## src/rtl/pipeline_pkg.sv

```systemverilog
// rtl/pipeline_pkg.sv - decode encodings, ALU control codes and the decode bundle type
package pipeline_pkg;

  localparam int GPR_AW = 5;

  localparam logic [3:0] ALU_NOP  = 4'b0000;
  localparam logic [3:0] ALU_ADD  = 4'b0001;
  localparam logic [3:0] ALU_ADDI = 4'b0010;
  localparam logic [3:0] ALU_J    = 4'b0011;

  localparam logic [5:0] OPC_SPECIAL = 6'h00;
  localparam logic [5:0] OPC_J       = 6'h02;
  localparam logic [5:0] OPC_ADDI    = 6'h08;
  localparam logic [5:0] FUNCT_ADD   = 6'h20;

  typedef struct packed {
    logic [GPR_AW-1:0] operand_1;
    logic [GPR_AW-1:0] operand_2;
    logic [GPR_AW-1:0] dest;
    logic [3:0]        alu_control;
    logic              reg_write;
    logic [15:0]       immediate;
    logic [31:0]       jump_target;
    logic              illegal;
  } decode_bundle_t;

endpackage

```

## src/rtl/gpr_scoreboard.sv

```systemverilog
// rtl/gpr_scoreboard.sv - GPR busy bits with issue set, writeback/flush clear and two read ports
module gpr_scoreboard
  import pipeline_pkg::*;
#(
  parameter int NUM_GPR = 32
) (
  input  logic              clk,
  input  logic              rst,
  input  logic              set_en,
  input  logic [GPR_AW-1:0] set_addr,
  input  logic              wb_clr_en,
  input  logic [GPR_AW-1:0] wb_clr_addr,
  input  logic              fl_clr_en,
  input  logic [GPR_AW-1:0] fl_clr_addr,
  input  logic [GPR_AW-1:0] rd_addr_a,
  input  logic [GPR_AW-1:0] rd_addr_b,
  output logic              busy_a,
  output logic              busy_b
);

  logic [NUM_GPR-1:0] busy_q;
  logic [NUM_GPR-1:0] busy_d;

  // Clears are applied first so a same-edge set of the same register survives.
  always_comb begin
    busy_d = busy_q;
    if (wb_clr_en) busy_d[wb_clr_addr] = 1'b0;
    if (fl_clr_en) busy_d[fl_clr_addr] = 1'b0;
    if (set_en)    busy_d[set_addr]    = 1'b1;
    busy_d[0] = 1'b0;
  end

  always_ff @(posedge clk) begin
    if (rst) busy_q <= '0;
    else     busy_q <= busy_d;
  end

  assign busy_a = busy_q[rd_addr_a];
  assign busy_b = busy_q[rd_addr_b];

endmodule

```

## src/rtl/decode_stage.sv

```systemverilog
// rtl/decode_stage.sv - decode stage with RAW scoreboard; DECODE_ILLEGAL_TRAP_EN flags illegal encodings
module decode_stage
  import pipeline_pkg::*;
#(
  parameter int XLEN    = 32,
  parameter int NUM_GPR = 32
) (
  input  logic            clk,
  input  logic            rst,
  input  logic            if_valid,
  output logic            if_ready,
  input  logic [31:0]     if_instr,
  input  logic [XLEN-1:0] if_pc,
  output logic            ex_valid,
  input  logic            ex_ready,
  output logic [4:0]      operand_1,
  output logic [4:0]      operand_2,
  output logic [31:0]     gpr_destination_address,
  output logic [3:0]      alu_control,
  output logic            reg_write,
  output logic [15:0]     immediate_value,
  output logic [31:0]     jump_target,
  output logic            ex_illegal,
  input  logic            wb_valid,
  input  logic [4:0]      wb_addr,
  input  logic            flush
);

  decode_bundle_t bundle_q, bundle_d, dec;
  logic           ex_valid_q, ex_valid_d;
  logic           is_add, is_addi, is_j, is_nop;
  logic           busy_rs, busy_rt, hazard, transfer;
  logic           unused_pc;

  assign unused_pc = ^if_pc[XLEN-5:0];

  always_comb begin
    is_add  = (if_instr[31:26] == OPC_SPECIAL) && (if_instr[5:0] == FUNCT_ADD);
    is_addi = (if_instr[31:26] == OPC_ADDI);
    is_j    = (if_instr[31:26] == OPC_J);
    is_nop  = (if_instr == 32'h0);

    dec             = '0;
    dec.operand_1   = if_instr[25:21];
    dec.operand_2   = if_instr[20:16];
    dec.immediate   = if_instr[15:0];
    dec.jump_target = {if_pc[XLEN-1:XLEN-4], if_instr[25:0], 2'b00};
    if (is_add) begin
      dec.alu_control = ALU_ADD;
      dec.dest        = if_instr[15:11];
    end else if (is_addi) begin
      dec.alu_control = ALU_ADDI;
      dec.dest        = if_instr[20:16];
    end else if (is_j) begin
      dec.alu_control = ALU_J;
    end else if (!is_nop) begin
`ifdef DECODE_ILLEGAL_TRAP_EN
      dec.illegal = 1'b1;
`endif
    end
    dec.reg_write = (is_add || is_addi) && (dec.dest != '0);
  end

  assign hazard   = (busy_rs && (is_add || is_addi)) || (busy_rt && is_add);
  assign if_ready = !rst && !flush && (!ex_valid_q || ex_ready) && !hazard;
  assign transfer = if_valid && if_ready;

  always_comb begin
    bundle_d   = bundle_q;
    ex_valid_d = ex_valid_q;
    if (transfer) begin
      bundle_d   = dec;
      ex_valid_d = 1'b1;
    end else if (flush || ex_ready) begin
      ex_valid_d = 1'b0;
    end
  end

  always_ff @(posedge clk) begin
    if (rst) begin
      ex_valid_q <= 1'b0;
      bundle_q   <= '0;
    end else begin
      ex_valid_q <= ex_valid_d;
      bundle_q   <= bundle_d;
    end
  end

  gpr_scoreboard #(.NUM_GPR(NUM_GPR)) u_scoreboard (
    .clk         (clk),
    .rst         (rst),
    .set_en      (transfer && dec.reg_write),
    .set_addr    (dec.dest),
    .wb_clr_en   (wb_valid),
    .wb_clr_addr (wb_addr),
    .fl_clr_en   (flush && ex_valid_q && bundle_q.reg_write),
    .fl_clr_addr (bundle_q.dest),
    .rd_addr_a   (if_instr[25:21]),
    .rd_addr_b   (if_instr[20:16]),
    .busy_a      (busy_rs),
    .busy_b      (busy_rt)
  );

  assign ex_valid                = ex_valid_q;
  assign operand_1               = bundle_q.operand_1;
  assign operand_2               = bundle_q.operand_2;
  assign gpr_destination_address = {27'd0, bundle_q.dest};
  assign alu_control             = bundle_q.alu_control;
  assign reg_write               = bundle_q.reg_write;
  assign immediate_value         = bundle_q.immediate;
  assign jump_target             = bundle_q.jump_target;
  assign ex_illegal              = bundle_q.illegal;

endmodule

```

## config.mk

```make
export PLATFORM = sky130hd
export DESIGN_NAME = decode_stage
export DESIGN_NICKNAME = d
export VERILOG_FILES = /design/src/rtl/pipeline_pkg.sv /design/src/rtl/gpr_scoreboard.sv /design/src/rtl/decode_stage.sv
export SDC_FILE = /design/constraint.sdc
export NUM_CORES = 1
export LEC_CHECK = 0
export CAP_MARGIN = 40
export CORE_ASPECT_RATIO = 1.75
export CORE_MARGIN = 2
export CORE_UTILIZATION = 40
export CTS_BUF_LIST = sky130_fd_sc_hd__clkbuf_4 sky130_fd_sc_hd__clkbuf_8 sky130_fd_sc_hd__clkbuf_16
export DETAILED_ROUTE_END_ITERATION = 7
export HOLD_SLACK_MARGIN = 0.02
export PLACE_DENSITY = 0.78
export SETUP_SLACK_MARGIN = 0.05
export SYNTH_ARGS = -nofsm -noshare
export SYNTH_HDL_FRONTEND = slang
export SYNTH_SLANG_ARGS = --single-unit
```

## constraint.sdc

```tcl
create_clock -name clk -period 3.42 [get_ports clk]
set_clock_uncertainty 0.15 [all_clocks]
set_input_delay 0.855 -clock clk [delete_from_list [all_inputs] [get_ports clk]]
set_output_delay 0.855 -clock clk [all_outputs]
set_load 0.005 [all_outputs]
```

==> run_results.csv <==
group,metric,value,unit
critical_path,cp.required,2.41,ns
global_route,antenna_found_initial,0,
clock_tree,clk_pin_slew,0.05,ns
run,cap_violations,0,
place,io_buffers,112,
power_and_ir_drop,ir_worst_vdd,0.2548,mV
synthesis,synth_ff_type,"dfxtp_1",
die,fp-row-count,50,
critical_path,critPathKind,"input port to output port",
critical_path,r2r-start,"u_scoreboard.busy_q[12]$_SDFF_PP0_",
power_and_ir_drop,seqPwrFrac,40.4,%
drt,wl_per_cell,22.27,um
worst_hold_path,holdCritPathClass,"flop to flop",
finish,nets,713,
synthesis,syn-instance-count,499,
critical_path,cp-start-kind,"input port",
drt,vias,4758,
synthesis,synth_edf_count,0,
outcome,status,"finished with violations",
power_and_ir_drop,power_density,329.9,nW/um2
synthesis,synth_top_family_by_area,"compound AO/OA/AOI/OAI gates",
synthesis,yosys_warnings,0,
critical_path,max_stage_delay,0.49,ns
place,dp_hpwl,11130,um
sta,fin_crit,3.679,ns
clock_tree,tritoncts,"built",
synthesis,synthXorXnorAreaFrac,0.2007,%
drt,wirelength,17170,um
power_and_ir_drop,clkPwrFrac,44.1,%
die,dieArea,11800,um2
critical_path,end_kind,"output port",
die,fp.dieH,142.2,um
drt,drcViolationCount,0,
power_and_ir_drop,switching_share,24.72,%
power_and_ir_drop,switching_power,519.9,uW
synthesis,async_reset_ff_share,0,%
outcome,failed_checks,"negative setup slack",
die,ios,173,
power_and_ir_drop,finalPower,2103,uW
worst_hold_path,hp-start,"jump_target[29]$_SDFFE_PP0P_",
sta,worstMarginPinSlew,0.8372,ns
finish,utilization,59.60,%
synthesis,ys_seq_area_share,32.11,%
synthesis,syn_area_per_cell,8.746,um2
global_route,grt_max_degree,75,
synthesis,ys_top_cells_by_area,"dfxtp_1 32%, buf_4 10%, mux4_2 6.7%, o21ai_0 4.8%, a21oi_1 4.5%",
drt,drt_iter0_drc,442,
clock_tree,clock_latency,0.35,ns
sta,fin_crit_sh,107.6,%
finish,final-instance-count-excl-fill,771,
sta,slew_viol_final,0,
finish,drive_above_1_share,24.49,%
die,initial_core_util,40.80,%
synthesis,syn_area,4364,um2
clock_tree,root_buffer,"clkbuf_16",
clock_tree,cts_sinks,70,
synthesis,synth_compound_area_share,24.91,%
power_and_ir_drop,leakage,0.002322,uW
die,die_x,82.96,um
synthesis,synth_top_area_cell,"dfxtp_1",
clock_tree,cts_max_level,3,
power_and_ir_drop,p_int,1584,uW
sta,max_freq,0.2718,GHz
critical_path,path_cells,"buf_8, mux4_2, mux2_4, a221oi_2, buf_4, a211o_1, and3_4, buf_6",
synthesis,synth.area.mux_share,8.429,%
synthesis,ys_types,54,
critical_path,crit_arrival,2.67,ns
drt,first_pass_iters,8,
clock_tree,numCtsBuffers,9,
critical_path,slowest_stage,"mux4_2",
clock_tree,cts_hold_buf,0,
drt,vias_per_cell,6.171,
synthesis,synth_top_area_share,32.11,%
finish,area_growth,46.10,%
global_route,overflow,0,
synthesis,synth-simple-area-share,19.50,%
sta,rsz0062_at_grt,"true",
die,core-area,10700,um2
global_route,grtUsageTotal,26.15,%
sta,slew_headroom,44.19,%
sta,layout_setup_ws,-0.2587,ns
place,place.gp.congestion,0.9641,
finish,num_antenna_cells,0,
synthesis,synth_seq_cells,70,
finish,n_fill_cell,855,
drt,antenna_left,0,
critical_path,crit_start,"if_instr[17]",
sta,setup_viol,1,
place,placed_cells,731,
global_route,grt_pass1_wl,24330,um
power_and_ir_drop,p_comb_share,15.5,%
clock_tree,clockBufferDepth,2,
sta,finalHoldViolCount,0,
global_route,grt_pass1_vias,4679,
critical_path,worstPathMaxFanout,3,
synthesis,synth-adder-area-share,0,%
## cell usage in the layout (no fill, tap or decap), drive strengths merged, types with 2 or more instances in the layout
master         synthesis  routed
a211oi                 2       2
a21oi                 39      39
a22oi                  7       7
a311oi                 6       6
buf                   86      85
clkbuf                13      21
clkdlybuf4s15          0       5
clkdlybuf4s50          0      93
conb                   1      32
dfxtp                 70      70
dlygate4sd2            0       6
inv                    4       4
mux2                   4       4
mux2i                  3       3
mux4                  13      13
nand2                 18      18
nand2b                 6       6
nand3                 36      36
nand3b                 7       7
nand4                  2       2
nor2                  16      16
nor2b                 26      26
nor3b                 13      13
nor4                   2       2
nor4b                  4       4
o21ai                 42      42
o221ai                21      21
o31ai                 29      29
o41ai                  4       4
or2                    5       5
or3                    4       4
or3b                   2       2
## synth_stat cells (2+ instances only)
library cell	count
a22oi_2	2
nor2_1	16
inv_1	3
or2_2	3
a211oi_1	2
o21ai_0	42
a21oi_1	39
nand2_1	18
a311oi_1	6
nor4b_1	4
nand3b_1	7
mux2i_1	3
buf_1	2
o41ai_1	3
mux4_2	13
nand2b_1	6
a22oi_1	5
clkbuf_1	13
mux2_2	4
nand3_1	36
or3_4	2
buf_2	23
buf_4	61
nor2b_1	26
nor3b_1	12
nand4_1	2
o221ai_1	21
o31ai_2	5
or3b_2	2
or3_1	2
o31ai_1	24
dfxtp_1	70
## cells by family (layout without fill, tap and decap cells)
| family | after synthesis | after routing |
|---|---|---|
| compound gates | 159 | 159 |
| xor+xnor | 1 | 1 |
| buf+inv | 103 | 214 |
| flops | 70 | 70 |
| mux | 20 | 20 |
| other cells | 1 | 32 |
| simple gates | 145 | 145 |
## worst paths after layout
path / endpoint / slack [ns] / cells past startpoint
hold / removal: jump_target[29]$_SDFFE_PP0P_ / 0.33 / 2
setup reg to reg: u_scoreboard.busy_q[9]$_SDFF_PP0_ / 0.33 / 10
hold reg to reg: jump_target[29]$_SDFFE_PP0P_ / 0.33 / 2
setup / recovery: if_ready / -0.26 / 8
## critical path: cells and delay by family
kind	cells	cell delay, ns
muxes	2	0.78
AOI/OAI and AO/OA	2	0.46
buffers and inverters	3	0.35
and+or+nand+nor	1	0.23
## cell type report
cell class,instances,area [um2],share of cell area [%]
multi-input combinational,357,2561,40.17
sequential,70,1401,21.98
inverter,4,15.01,0.2355
tap,130,162.7,2.551
clock buffer,14,294.0,4.611
timing repair buffer,196,1942,30.46
## stage by stage
stage | hold slack, ns | setup TNS [ns] | area [um2] | setup WS, ns
6_report | 0.3283 | -0.2587 | 6376 | -0.2587
5_1_grt | 0.3599 | -0.3835 | 6376 | -0.2480
4_1_cts | 0.3274 | -0.1763 | 6155 | -0.1763
3_5_place_dp | 0.3182 | -36.74 | 5640 | -1.194
3_3_place_gp | 0.3116 | -34.17 | 5640 | -1.179
2_1_floorplan | 0.3201 | -0.1956 | 4481 | -0.1956
## metal layers
metal / routed length (um) / track usage [%] / part of all wire, % / vias to the layer above
li1: - / - / - / 2055
met1: 5478 / 24.55 / 32 / 2221
met2: 8964 / 47.96 / 52 / 362
met3: 1310 / 5.626 / 7.6 / 120
met4: 1418 / 21.40 / 8.3 / 0
met5: 0 / 0 / 0 / -
## flip-flops by register name (all words and copies together), names as in the netlist
register	flops
alu_control	2
ex_valid	1
gpr_destination_address	5
immediate_value	15
jump_target	7
operand_1	4
operand_2	4
reg_write	1
u_scoreboard.busy_q	31
## power by group through the flow
| stage | logic (uW) | registers (uW) | clock network (uW) |
|---|---|---|---|
| CTS | 298 | 848 | 916 |
| finish | 327 | 849 | 927 |
| detailed placement | 292 | 865 | 0 |
| global placement | 287 | 864 | 0 |
| floorplan | 152 | 863 | 0 |
| global route | 345 | 851 | 955 |
## repair_timing
item | in CTS | in global routing
pin swaps | 14 | 15
gates resized for setup | 57 | 24
buffers inserted | 16 | 6
endpoints found under the setup margin | 71 | 45
gates cloned | 2 | 4
Note: power is estimated with default switching activity, not from simulation.
==> RTL change: new RTL, same flow settings <==
`NUM_GPR` is set to 32 in 2 places; all go to 16.
--- a/src/rtl/gpr_scoreboard.sv
+++ b/src/rtl/gpr_scoreboard.sv
@@ -3,5 +3,5 @@
   import pipeline_pkg::*;
 #(
-  parameter int NUM_GPR = 32
+  parameter int NUM_GPR = 16
 ) (
   input  logic              clk,
--- a/src/rtl/decode_stage.sv
+++ b/src/rtl/decode_stage.sv
@@ -4,5 +4,5 @@
 #(
   parameter int XLEN    = 32,
-  parameter int NUM_GPR = 32
+  parameter int NUM_GPR = 16
 ) (
   input  logic            clk,
Formal check against the unedited RTL: not equivalent (Yosys sat finds a counterexample within 4 cycles, from zero or initial values and one cycle with rst high).
==> RTL change against the unedited design <==
  * Total power decreased by 32%
  * Sequential cell count decreased by 16
  * Register-to-register slack improved by 0.59 ns
  * Critical path depth decreased by 1
  * Final area decreased by 25%
  * Synthesized area decreased by 23%
  * Routed wire length decreased by 39%
  * Setup slack improved by 0.35 ns
  * Largest cell class unchanged
  * Highest routed layer unchanged
==> RTL change: results (changes against the unedited design) <==
metric	value	unit	change
share of cells above drive strength 1	19.47	%	was 24.49%
flop-to-flop setup slack	0.92	ns	was 0.33 ns
sequential area share after synthesis	32.35	%	was 32.11%
DR iter-0 viols	252		was 442
Pleak	1.862	nW	was 2.322 nW
cells on worst reg2reg path	9		was 10
vias in the first global route	3217		was 4679
most frequent cells after synthesis	buf_4, dfxtp_1, nand3_1		was dfxtp_1, buf_4, o21ai_0
DR WL/cell	16.88	µm	was 22.27 µm
Synth Flop Type	dfxtp_1		unchanged
worst reg2reg path endpoint	gpr_destination_address[1]		was u_scoreboard.busy_q[9]
CTS H-tree depth	2		was 3
arrival time worst endpoint	2.32	ns	was 2.67 ns
Hold Path Origin	alu_control[1]		was jump_target[29]
clock slew at reported path FFs	0.06	ns	
port bufs	112		unchanged
Syn Area/Cell	8.231	µm²	was 8.746 µm²
initial antenna violation count	0		unchanged
Util after Layout	58.05	%	was 59.60%
hpwl dp	8036	µm	was 11130 µm
Max-Slew Margin vs Limit	54.88	%	was 44.19%
CTS root buffer	clkbuf_16		unchanged
CP max FO	3		unchanged
Clk Latency, worst-skew pair	0.30	ns	was 0.35 ns
worst reg2reg startpoint	u_scoreboard.busy_q[13]		was u_scoreboard.busy_q[12]
Setup WS pre-CTS	-0.6193	ns	was -1.194 ns
Max IR drop VDD	0.2850	mV	was 0.2548 mV
ys async rst share	0	%	unchanged
Vias/cell	5.525		was 6.171
DP Area	0.004448	mm²	was 0.005640 mm²
worst min path class	reg2reg		unchanged
synth top area cells	dfxtp_1, buf_4, nand3_1		was dfxtp_1, buf_4, mux4_2
Non-Filler Instances	621		was 771
Synth Warn #	0		unchanged
status	finished clean		was finished, violations left
CTS Buf Count	5		was 9
Hold Path End	alu_control[1]		was jump_target[29]
worst hold stages	2		unchanged
Worst Hold Slack	0.3235	ns	was 0.3283 ns
Synth cell types	54		unchanged
drt pass-1 iters	5		was 8
largest net degree at the start of global routing	38		was 75
diodes inserted	0		unchanged
total track usage	22.49	%	was 26.15%
Max clock buf depth	2		unchanged
Final GP Congestion	0.9312		was 0.9641
nets@finish	603		was 713
Layout fillers	720		was 855
first-pass GRT wire length	16060	µm	was 24330 µm
==> RTL change: area by class of cell <==
cell class	count	share of cell area [%]
Timing Repair Buffer	168	31.79
Sequential cell	54	22.70
Inverter	6	0.4729
Clock buffer	7	3.074
Tap cell	92	2.417
Clock inverter	1	0.1051
Multi-Input combinational cell	293	39.44
==> RTL change: power by group <==
| group | total, mW | internal [mW] | switching [mW] | leakage [nW] |
|---|---|---|---|---|
| registers | 0.652 | 0.642 | 0.00968 | 0.437 |
| clock network | 0.522 | 0.299 | 0.223 | 0.0773 |
| logic | 0.267 | 0.139 | 0.128 | 1.35 |
==> RTL change: worst max-delay path by stage <==
stage / startpoint / to / slack, ns / depth (start not counted)
after floorplan: if_instr[28] / if_ready / 0.35 / 5
after global placement: if_instr[0] / if_ready / -0.59 / 7
after detailed placement: if_instr[0] / if_ready / -0.62 / 7
after CTS: if_instr[30] / if_ready / 0.04 / 7
after global routing: if_instr[26] / if_ready / 0.03 / 7
final: if_instr[26] / if_ready / 0.1 / 7
==> RTL change: cells by family after synthesis <==
logic type,count (synthesis),synth area share [%]
and+or+nand+nor,120,20.48
AOI/OAI and AO/OA,124,22.58
xor gates and xnor gates,1,0.2621
buffers and inverters,90,17.48
DFF,54,32.35
muxes,16,6.739
other,1,0.1122
==> RTL change: routing by layer <==
layer	vias up	share of wire [%]	GRT usage [%]
met5	-	0	0
li1	1637	-	-
met1	1609	35	24.08
met2	150	55	41.18
met3	35	5.4	3.560
met4	0	4.7	10.35
==> RTL change: critical path, cell delays in order <==
cell	delay [ns]
buf_6	0.10
nor4_4	0.31
nand4_1	0.29
or4_4	0.51
nand3_2	0.10
nor2_2	0.04
buf_2	0.12
==> RTL change: timing repair <==
item                                    CTS  global route
setup buffers                            11             3
endpoints found under the setup margin    1            10
cloned                                    0             0
pin swaps                                 9             8
gates resized for setup                  56            18
